$ cat config.mk
export PLATFORM = sky130hd
export DESIGN_NAME = ibex_mem_arbiter
export DESIGN_NICKNAME = d
export VERILOG_FILES = /design/src/rtl/ibex_arb_pkg.sv /design/src/rtl/ibex_mem_arbiter_rr_pick.sv /design/src/rtl/ibex_mem_arbiter.sv
export SDC_FILE = /design/constraint.sdc
export NUM_CORES = 1
export LEC_CHECK = 0
export CAP_MARGIN = 15
export CORE_AREA = 2 2 112 114
export DETAILED_ROUTE_END_ITERATION = 12
export DIE_AREA = 0 0 114 116
export MAX_ROUTING_LAYER = met4
export PLACE_DENSITY = 0.76
export SYNTH_ARGS = -nofsm -noshare
export SYNTH_HDL_FRONTEND = slang
export SYNTH_SLANG_ARGS = --single-unit
$ cat constraint.sdc
create_clock -name clk_i -period 4.44 [get_ports clk_i]
set_input_delay 0.888 -clock clk_i [delete_from_list [all_inputs] [get_ports clk_i]]
set_output_delay 0.888 -clock clk_i [all_outputs]
set_load 0.03 [all_outputs]
$ cat src/rtl/ibex_arb_pkg.sv
`default_nettype none
// ============================================================================
// Module  : ibex_arb_pkg
// Brief   : Shared types and helpers for the Ibex memory-port arbiter.
// Revision: 1.0 - initial release
// ============================================================================
package ibex_arb_pkg;

    typedef enum logic [1:0] {
        IDLE = 2'd0,
        REQ  = 2'd1,
        RESP = 2'd2
    } arb_state_e;

    // Width of an index able to address n masters.
    function automatic int unsigned idx_w(input int unsigned n);
        return $clog2(n);
    endfunction

endpackage
`default_nettype wire

$ cat src/rtl/ibex_mem_arbiter_rr_pick.sv
`default_nettype none
// ============================================================================
// Module  : rr_pick
// Brief   : Combinational round-robin winner select. The request vector is
//           duplicated, bits below the pointer are masked off, and the lowest
//           remaining set bit wins; folding it back modulo NUM_REQ handles
//           the wrap without a second priority encoder.
// Revision: 1.0 - initial release
// ============================================================================
module rr_pick
    import ibex_arb_pkg::*;
#(
    parameter int unsigned NUM_REQ = 2,
    parameter int unsigned IW      = idx_w(NUM_REQ)
) (
    input  logic [NUM_REQ-1:0] req,
    input  logic [IW-1:0]      ptr,
    output logic [IW-1:0]      idx,
    output logic               valid
);

    logic [2*NUM_REQ-1:0] w_mask;
    logic [2*NUM_REQ-1:0] w_dbl;
    int                   w_pos;

    // Mask the doubled request vector at the pointer and find its lowest set bit.
    always_comb begin
        for (int k = 0; k < int'(2*NUM_REQ); k++) begin
            w_mask[k] = (k >= int'(ptr));
        end
        w_dbl = {req, req} & w_mask;
        w_pos = 0;
        valid = 1'b0;
        for (int k = int'(2*NUM_REQ) - 1; k >= 0; k--) begin
            if (w_dbl[k]) begin
                w_pos = k;
                valid = 1'b1;
            end
        end
        idx = IW'(w_pos % int'(NUM_REQ));
    end

endmodule
`default_nettype wire

$ cat src/rtl/ibex_mem_arbiter.sv
`default_nettype none
// ============================================================================
// Module  : ibex_mem_arbiter
// Brief   : Round-robin arbiter sharing one req/gnt/rvalid memory port among
//           NUM_REQ masters with a single outstanding transaction. The
//           winner's request is captured and held stable downstream; grant
//           and response are routed back to the owning master only.
// Revision: 1.0 - initial release
// ============================================================================
module ibex_mem_arbiter
    import ibex_arb_pkg::*;
#(
    parameter int unsigned NUM_REQ = 2,
    parameter int unsigned AW      = 32,
    parameter int unsigned DW      = 32
) (
    input  logic                     clk_i,
    input  logic                     rst_i,
    input  logic [NUM_REQ-1:0]       req_i,
    input  logic [NUM_REQ-1:0]       we_i,
    input  logic [NUM_REQ*DW/8-1:0]  be_i,
    input  logic [NUM_REQ*AW-1:0]    addr_i,
    input  logic [NUM_REQ*DW-1:0]    wdata_i,
    output logic [NUM_REQ-1:0]       gnt_o,
    output logic [NUM_REQ-1:0]       rvalid_o,
    output logic [DW-1:0]            rdata_o,
    output logic                     err_o,
    output logic                     mst_req_o,
    output logic                     mst_we_o,
    output logic [DW/8-1:0]          mst_be_o,
    output logic [AW-1:0]            mst_addr_o,
    output logic [DW-1:0]            mst_wdata_o,
    input  logic                     mst_gnt_i,
    input  logic                     mst_rvalid_i,
    input  logic [DW-1:0]            mst_rdata_i,
    input  logic                     mst_err_i,
    output logic                     proto_err_o
);

    localparam int unsigned c_iw = idx_w(NUM_REQ);
    localparam int unsigned c_bw = DW / 8;

    arb_state_e        r_state;
    arb_state_e        w_state_next;
    logic [c_iw-1:0]   r_owner;
    logic [c_iw-1:0]   r_rr_ptr;
    logic              r_we;
    logic [c_bw-1:0]   r_be;
    logic [AW-1:0]     r_addr;
    logic [DW-1:0]     r_wdata;
    logic              r_proto_err;

    logic [c_iw-1:0]   w_pick_idx;
    logic              w_pick_valid;
    logic              w_complete;
    logic              w_resp_ok;
    logic              w_violation;
    logic [c_iw-1:0]   w_owner_next;

    rr_pick #(
        .NUM_REQ (NUM_REQ),
        .IW      (c_iw)
    ) u_rr_pick (
        .req   (req_i),
        .ptr   (r_rr_ptr),
        .idx   (w_pick_idx),
        .valid (w_pick_valid)
    );

    // A response is legal while waiting for it, or together with the grant.
    always_comb begin
        w_resp_ok   = (r_state == RESP) || ((r_state == REQ) && mst_gnt_i);
        w_complete  = w_resp_ok && mst_rvalid_i;
        w_violation = (mst_rvalid_i && !w_resp_ok)
                   || ((r_state == REQ) && !req_i[r_owner]);
        w_owner_next = (r_owner == c_iw'(NUM_REQ - 1)) ? '0 : r_owner + 1'b1;
    end

    // Next-state logic: arbitrate, wait for grant, wait for response.
    always_comb begin
        w_state_next = r_state;
        case (r_state)
            IDLE:    if (w_pick_valid) w_state_next = REQ;
            REQ:     if (mst_gnt_i) w_state_next = mst_rvalid_i ? IDLE : RESP;
            RESP:    if (mst_rvalid_i) w_state_next = IDLE;
            default: w_state_next = IDLE;
        endcase
    end

    // State, owner, pointer, capture and sticky error registers.
    always_ff @(posedge clk_i) begin
        if (rst_i) begin
            r_state     <= IDLE;
            r_owner     <= '0;
            r_rr_ptr    <= '0;
            r_we        <= 1'b0;
            r_be        <= '0;
            r_addr      <= '0;
            r_wdata     <= '0;
            r_proto_err <= 1'b0;
        end else begin
            r_state <= w_state_next;
            if ((r_state == IDLE) && w_pick_valid) begin
                r_owner <= w_pick_idx;
                r_we    <= we_i[w_pick_idx];
                r_be    <= be_i[w_pick_idx*c_bw +: c_bw];
                r_addr  <= addr_i[w_pick_idx*AW +: AW];
                r_wdata <= wdata_i[w_pick_idx*DW +: DW];
            end
            if (w_complete) begin
                r_rr_ptr <= w_owner_next;
            end
            if (w_violation) begin
                r_proto_err <= 1'b1;
            end
        end
    end

    // Downstream payload comes from the capture registers only; grant and
    // response are steered to the owner.
    always_comb begin
        gnt_o       = '0;
        rvalid_o    = '0;
        rdata_o     = '0;
        err_o       = 1'b0;
        mst_req_o   = (r_state == REQ);
        mst_we_o    = r_we;
        mst_be_o    = r_be;
        mst_addr_o  = r_addr;
        mst_wdata_o = r_wdata;
        proto_err_o = r_proto_err;
        if (r_state == REQ) begin
            gnt_o[r_owner] = mst_gnt_i;
        end
        if (w_complete) begin
            rvalid_o[r_owner] = 1'b1;
            rdata_o           = mst_rdata_i;
            err_o             = mst_err_i;
        end
    end

endmodule
`default_nettype wire
Word level (Yosys, flattened, before mapping)
Cells that the tools add are included.
{"block": "totals", "inputBits": 177, "out_inout_bits": 108, "reg_bits": 74, "wordCells": 59}
{"block": "op_classes", "shift": 3, "muxes": 24, "n_eq_ne": 5, "n_lt_le_gt_ge": 4, "addsub": 1, "n_reduce_logical": 12, "n_bitwise": 2}
{"op": "$shiftx 64x7->32", "count": 2}
{"op": "$mux 32", "count": 1}
{"op": "$mux 1", "count": 15}
{"op": "$mux 2", "count": 6}
{"op": "$shiftx 8x4->4", "count": 1}
{"op": "$logic_and 1x1->1", "count": 6}
{"op": "$pmux 2 s3", "count": 1}
{"op": "$and 4x4->4", "count": 1}
{"op": "$lt 1x2->1 const B", "count": 2}
{"op": "$ne 2x2->1 const B", "count": 2}
{"op": "$reduce_and 3->1", "count": 1}
{"op": "$and 2x2->2", "count": 1}
{"op": "$eq 2x1->1 const B", "count": 1}
{"op": "$eq 2x2->1 const B", "count": 1}
{"op": "$logic_not 1->1", "count": 2}
{"op": "$logic_not 2->1", "count": 1}
{"op": "$logic_or 1x1->1", "count": 2}
{"op": "$ne 2x1->1 const B", "count": 1}
{"op": "$add 1x1->1 const B", "count": 1}
{"op": "$demux 1 s1", "count": 1}
{"op": "$ge 1x1->1 const A", "count": 1}
{"op": "$ge 1x1->1 const B", "count": 1}

Depth between registers and ports, before layout
{"block": "depth", "depth_word": 8, "mapped_depth": 8, "ltp_nobuf": 3}

By module
From an unflattened synthesis, not the netlist that was laid out.
{"block": "hier_totals", "hier_cells": 373, "area_unflattened_um2": 3505.9}
{"mod": "ibex_mem_arbiter", "area_each_um2": 3488.3, "cells_each": 370, "seq_area_each_um2": 1481.4, "n_inst": 1}
{"mod": "rr_pick", "area_each_um2": 17.5, "cells_each": 3, "seq_area_each_um2": 0.0, "n_inst": 1}

Worst setup path before layout
No wires, ideal clock.
{"block": "synth_timing", "path_kind": "input to output", "from": "input mst_gnt_i", "to": "output rdata_o[10]", "path_slack_ns": 1.628, "t_arrival_ns": 1.924, "required_ns": 3.552, "stages": 4, "n_path_buf": 1, "path_cell_list": "nand3b_1 a21boi_1 clkbuf_1 and2_1"}
{"block": "synth_between", "elab_chain_cells": 4}
{"element": "start: declaration", "line_no": "ibex_mem_arbiter.sv:33", "source": "input logic mst_gnt_i,"}
{"element": "$logic_and 1x1->1", "line_no": "ibex_mem_arbiter.sv:72", "source": "w_resp_ok = (r_state == RESP) || ((r_state == REQ) && mst_gnt_i);"}
{"element": "$logic_or 1x1->1", "line_no": "ibex_mem_arbiter.sv:72"}
{"element": "$logic_and 1x1->1", "line_no": "ibex_mem_arbiter.sv:73", "source": "w_complete = w_resp_ok && mst_rvalid_i;"}
{"element": "$mux 32", "line_no": "ibex_mem_arbiter.sv:135", "source": "if (w_complete) begin"}
{"element": "end: declaration", "line_no": "ibex_mem_arbiter.sv:26", "source": "output logic [DW-1:0] rdata_o,"}
No other way between the ends.

Worst setup path in the final report
{"block": "layout_timing", "from": "input mst_gnt_i", "to": "output rdata_o[9]"}
Same word-level chain as after synthesis.

==> metrics.yaml <==
status: "finished, final reports clean"
crit_path_max_fanout: 33
final.period_utilization: 0.779
post-dp-hpwl_mm: 10.8
hold_path.class: "reg2reg"
yosysTopAreaCell: "dfxtp_1"
syn_inst: 475
path_clk_slew_ns: 0.05
drv_cap: 0
fillCellCount: 1078
crit_start: "mst_gnt_i"
cts_resized: 0
io_buffers: 284
crit-reg2reg-launch: "r_rr_ptr"
clockBufferDepth: 2
ys_top_cells_by_area: "dfxtp_1 (39%), a311oi_1 (13%), a21oi_1 (9.5%)"
synth_top_area_frac: 0.386
critPathBufInv: 3
hold_ws_ns: 0.512
core.rowCount: 40
grt_pass1_vias: 4630
fmax_mhz: 289
crit_path_cell_trace: "clkdlybuf4s50_1, nand3b_1, a21boi_1, buf_4, and2_1, buf_4"
stdcell_count: 866
intPower_mw: 1.58
wl_mm: 16.2
powerDensity_nw_per_um2: 336
syn_avg_cell_area_um2: 8.07
ys_warn_count: 0
cts_root_buffer: "clkbuf_16"
arrival_ns: 2.57
cpMostUsedCell: "buf_4"
skew_ns: 0.00609
grt_overflow: 0
startpoint_type: "input port"
slew-limit-headroom: 0.248
worst_pin_slew_ns: 1.13
cts.sinks: 74
placed_cells: 849
rsz0062_at_grt: "no"
dr_total_vias: 4894
multiInputGateArea_um2: 2090
synth_cell_types: 24
wire_per_inst_um: 18.7
grt_pass1_wl_mm: 24.6
first_pass_iters: 7
final-setup-viol-count: 0
insertedDiodeCount: 0
leakage_nw: 2.47
cts_hold_buffers: 0
grt_use_total: 0.239
critical-path-top-delay-family: "buffers and inverters"
vdd_ir_drop_max_uv: 197
viasPerCell: 5.65
htreeDepth: 3
initial_core_util: 0.322
die_width_um: 114
ys_ff_latch: 74
swShare: 0.321
finalNetCount: 891
finalHoldViolCount: 0
cts_setup_buffers: 0
seq_area_um2: 1480
drt_iter0_markers: 605
fin_tns_setup_ns: 0
die_area_um2: 13200
syn-cell-area_um2: 3830
numCtsBuffers: 9
finalInstanceArea_um2: 6910
coreArea_um2: 11900
end_kind: "output port"
p_sw_mw: 0.746
drc: 0
layout-drive-gt1-share: 0.108
area_growth_pct: 80.2
postPlaceCellArea_um2: 6580
critPathSlowestCell: "clkdlybuf4s50_1"
synth_nets: 652
yosysSeqAreaShare: 0.386
grt_max_degree: 73
min_from: "proto_err_o"
gp_congestion: 0.818
antenna_left: 0
cts_tree: "built"
path_class: "in2out"
max_stage_delay_ns: 0.48
seq_power_share: 0.337
clkPwrFrac: 0.318
antenna_found_initial: 0
io_pins: 285
die_y_um: 116
slew_viol_final: 0
critPathRequiredTime_ns: 3.55
clk-insertion-delay-late_ns: 0.33
combPwrFrac: 0.344
min_period_ns: 3.46
flip-flops by register name (all words and copies together) (netlist names):
register / flops
mst_addr_o: 32
mst_be_o: 4
mst_wdata_o: 32
mst_we_o: 1
proto_err_o: 1
r_owner: 1
r_rr_ptr: 1
r_state: 2
layout make-up:
| cell class | instances | share of cell area |
|---|---|---|
| Multi-Input combinational cell | 336 | 0.303 |
| Clock buffer | 12 | 0.0371 |
| Timing Repair Buffer | 292 | 0.411 |
| Tap cell | 147 | 0.0266 |
| Inverter | 1 | 0.000543 |
| Clock inverter | 4 | 0.00724 |
| Sequential cell | 74 | 0.214 |
routing by layer:
metal | part of all wire | wire length, um | GRT usage
met5 | 0 | 0 | -
met4 | 0.012 | 198 | 0.0659
met3 | 0.085 | 1380 | 0.0581
met2 | 0.49 | 7940 | 0.395
met1 | 0.41 | 6680 | 0.293
final timing paths:
path                           to  slack [ns]  depth (start not counted)
setup reg to reg  mst_wdata_o[21]        2.35                          4
hold reg to reg       proto_err_o        0.51                          2
setup / recovery       rdata_o[9]        0.98                          6
hold / removal        proto_err_o        0.51                          2
cells by family after synthesis:
| kind of cell | Yosys count | synth area share |
|---|---|---|
| DFF | 74 | 0.386 |
| muxes | 2 | 0.00555 |
| AOI/OAI and AO/OA | 214 | 0.366 |
| buffers and inverters | 65 | 0.0718 |
| and+or+nand+nor | 120 | 0.171 |
placed cells by master, fill, tap and decap left out, types with 9 or more instances in the layout:
cell type,Yosys,routed
clkbuf_16,0,9
nand3_1,71,71
clkdlybuf4s50_1,0,247
o21ai_0,69,69
a311oi_2,10,10
and2_1,35,34
buf_4,0,40
dfxtp_1,74,74
a21oi_1,73,73
a311oi_1,59,59
power by group through the flow:
stage	clock network (mW)	logic, mW	registers [mW]
floorplan	0	0.271	0.935
global placement	0	0.786	0.793
detailed placement	0	0.794	0.796
CTS	0.751	0.797	0.782
global route	0.787	0.847	0.791
finish	0.739	0.800	0.783
stage by stage:
stage / setup WS, ns / utilization / power, mW
finish: 0.979 / 0.580 / 2.32
global route: 0.853 / 0.580 / 2.43
CTS: 0.971 / 0.578 / 2.33
detailed placement: 0.982 / 0.553 / 1.59
global placement: 1.09 / 0.553 / 1.58
floorplan: 1.63 / - / 1.21
worst min-delay path: stages, from the launching register on:
cell	delay, ns
dfxtp_1	0.33
a21oi_1	0.04
a21oi_1	0.11
cell usage after synthesis:
library cell and n:
nand2b_1 3, a21bo_2 1, a211oi_1 1, and2_1 35
nand2_1 1, nand3b_1 1, a21boi_1 1, and2b_1 1
nor2_1 3, or2_0 1, a311oi_1 59, buf_6 3
nand3_1 71, inv_2 1, nor2b_1 3, mux2i_1 1
a21oi_1 73, buf_2 7, a311oi_2 10, mux2_2 1
clkbuf_1 54, o21ai_0 69, dfxtp_1 74, and3_1 1
Power figures use the tool's default switching activity.
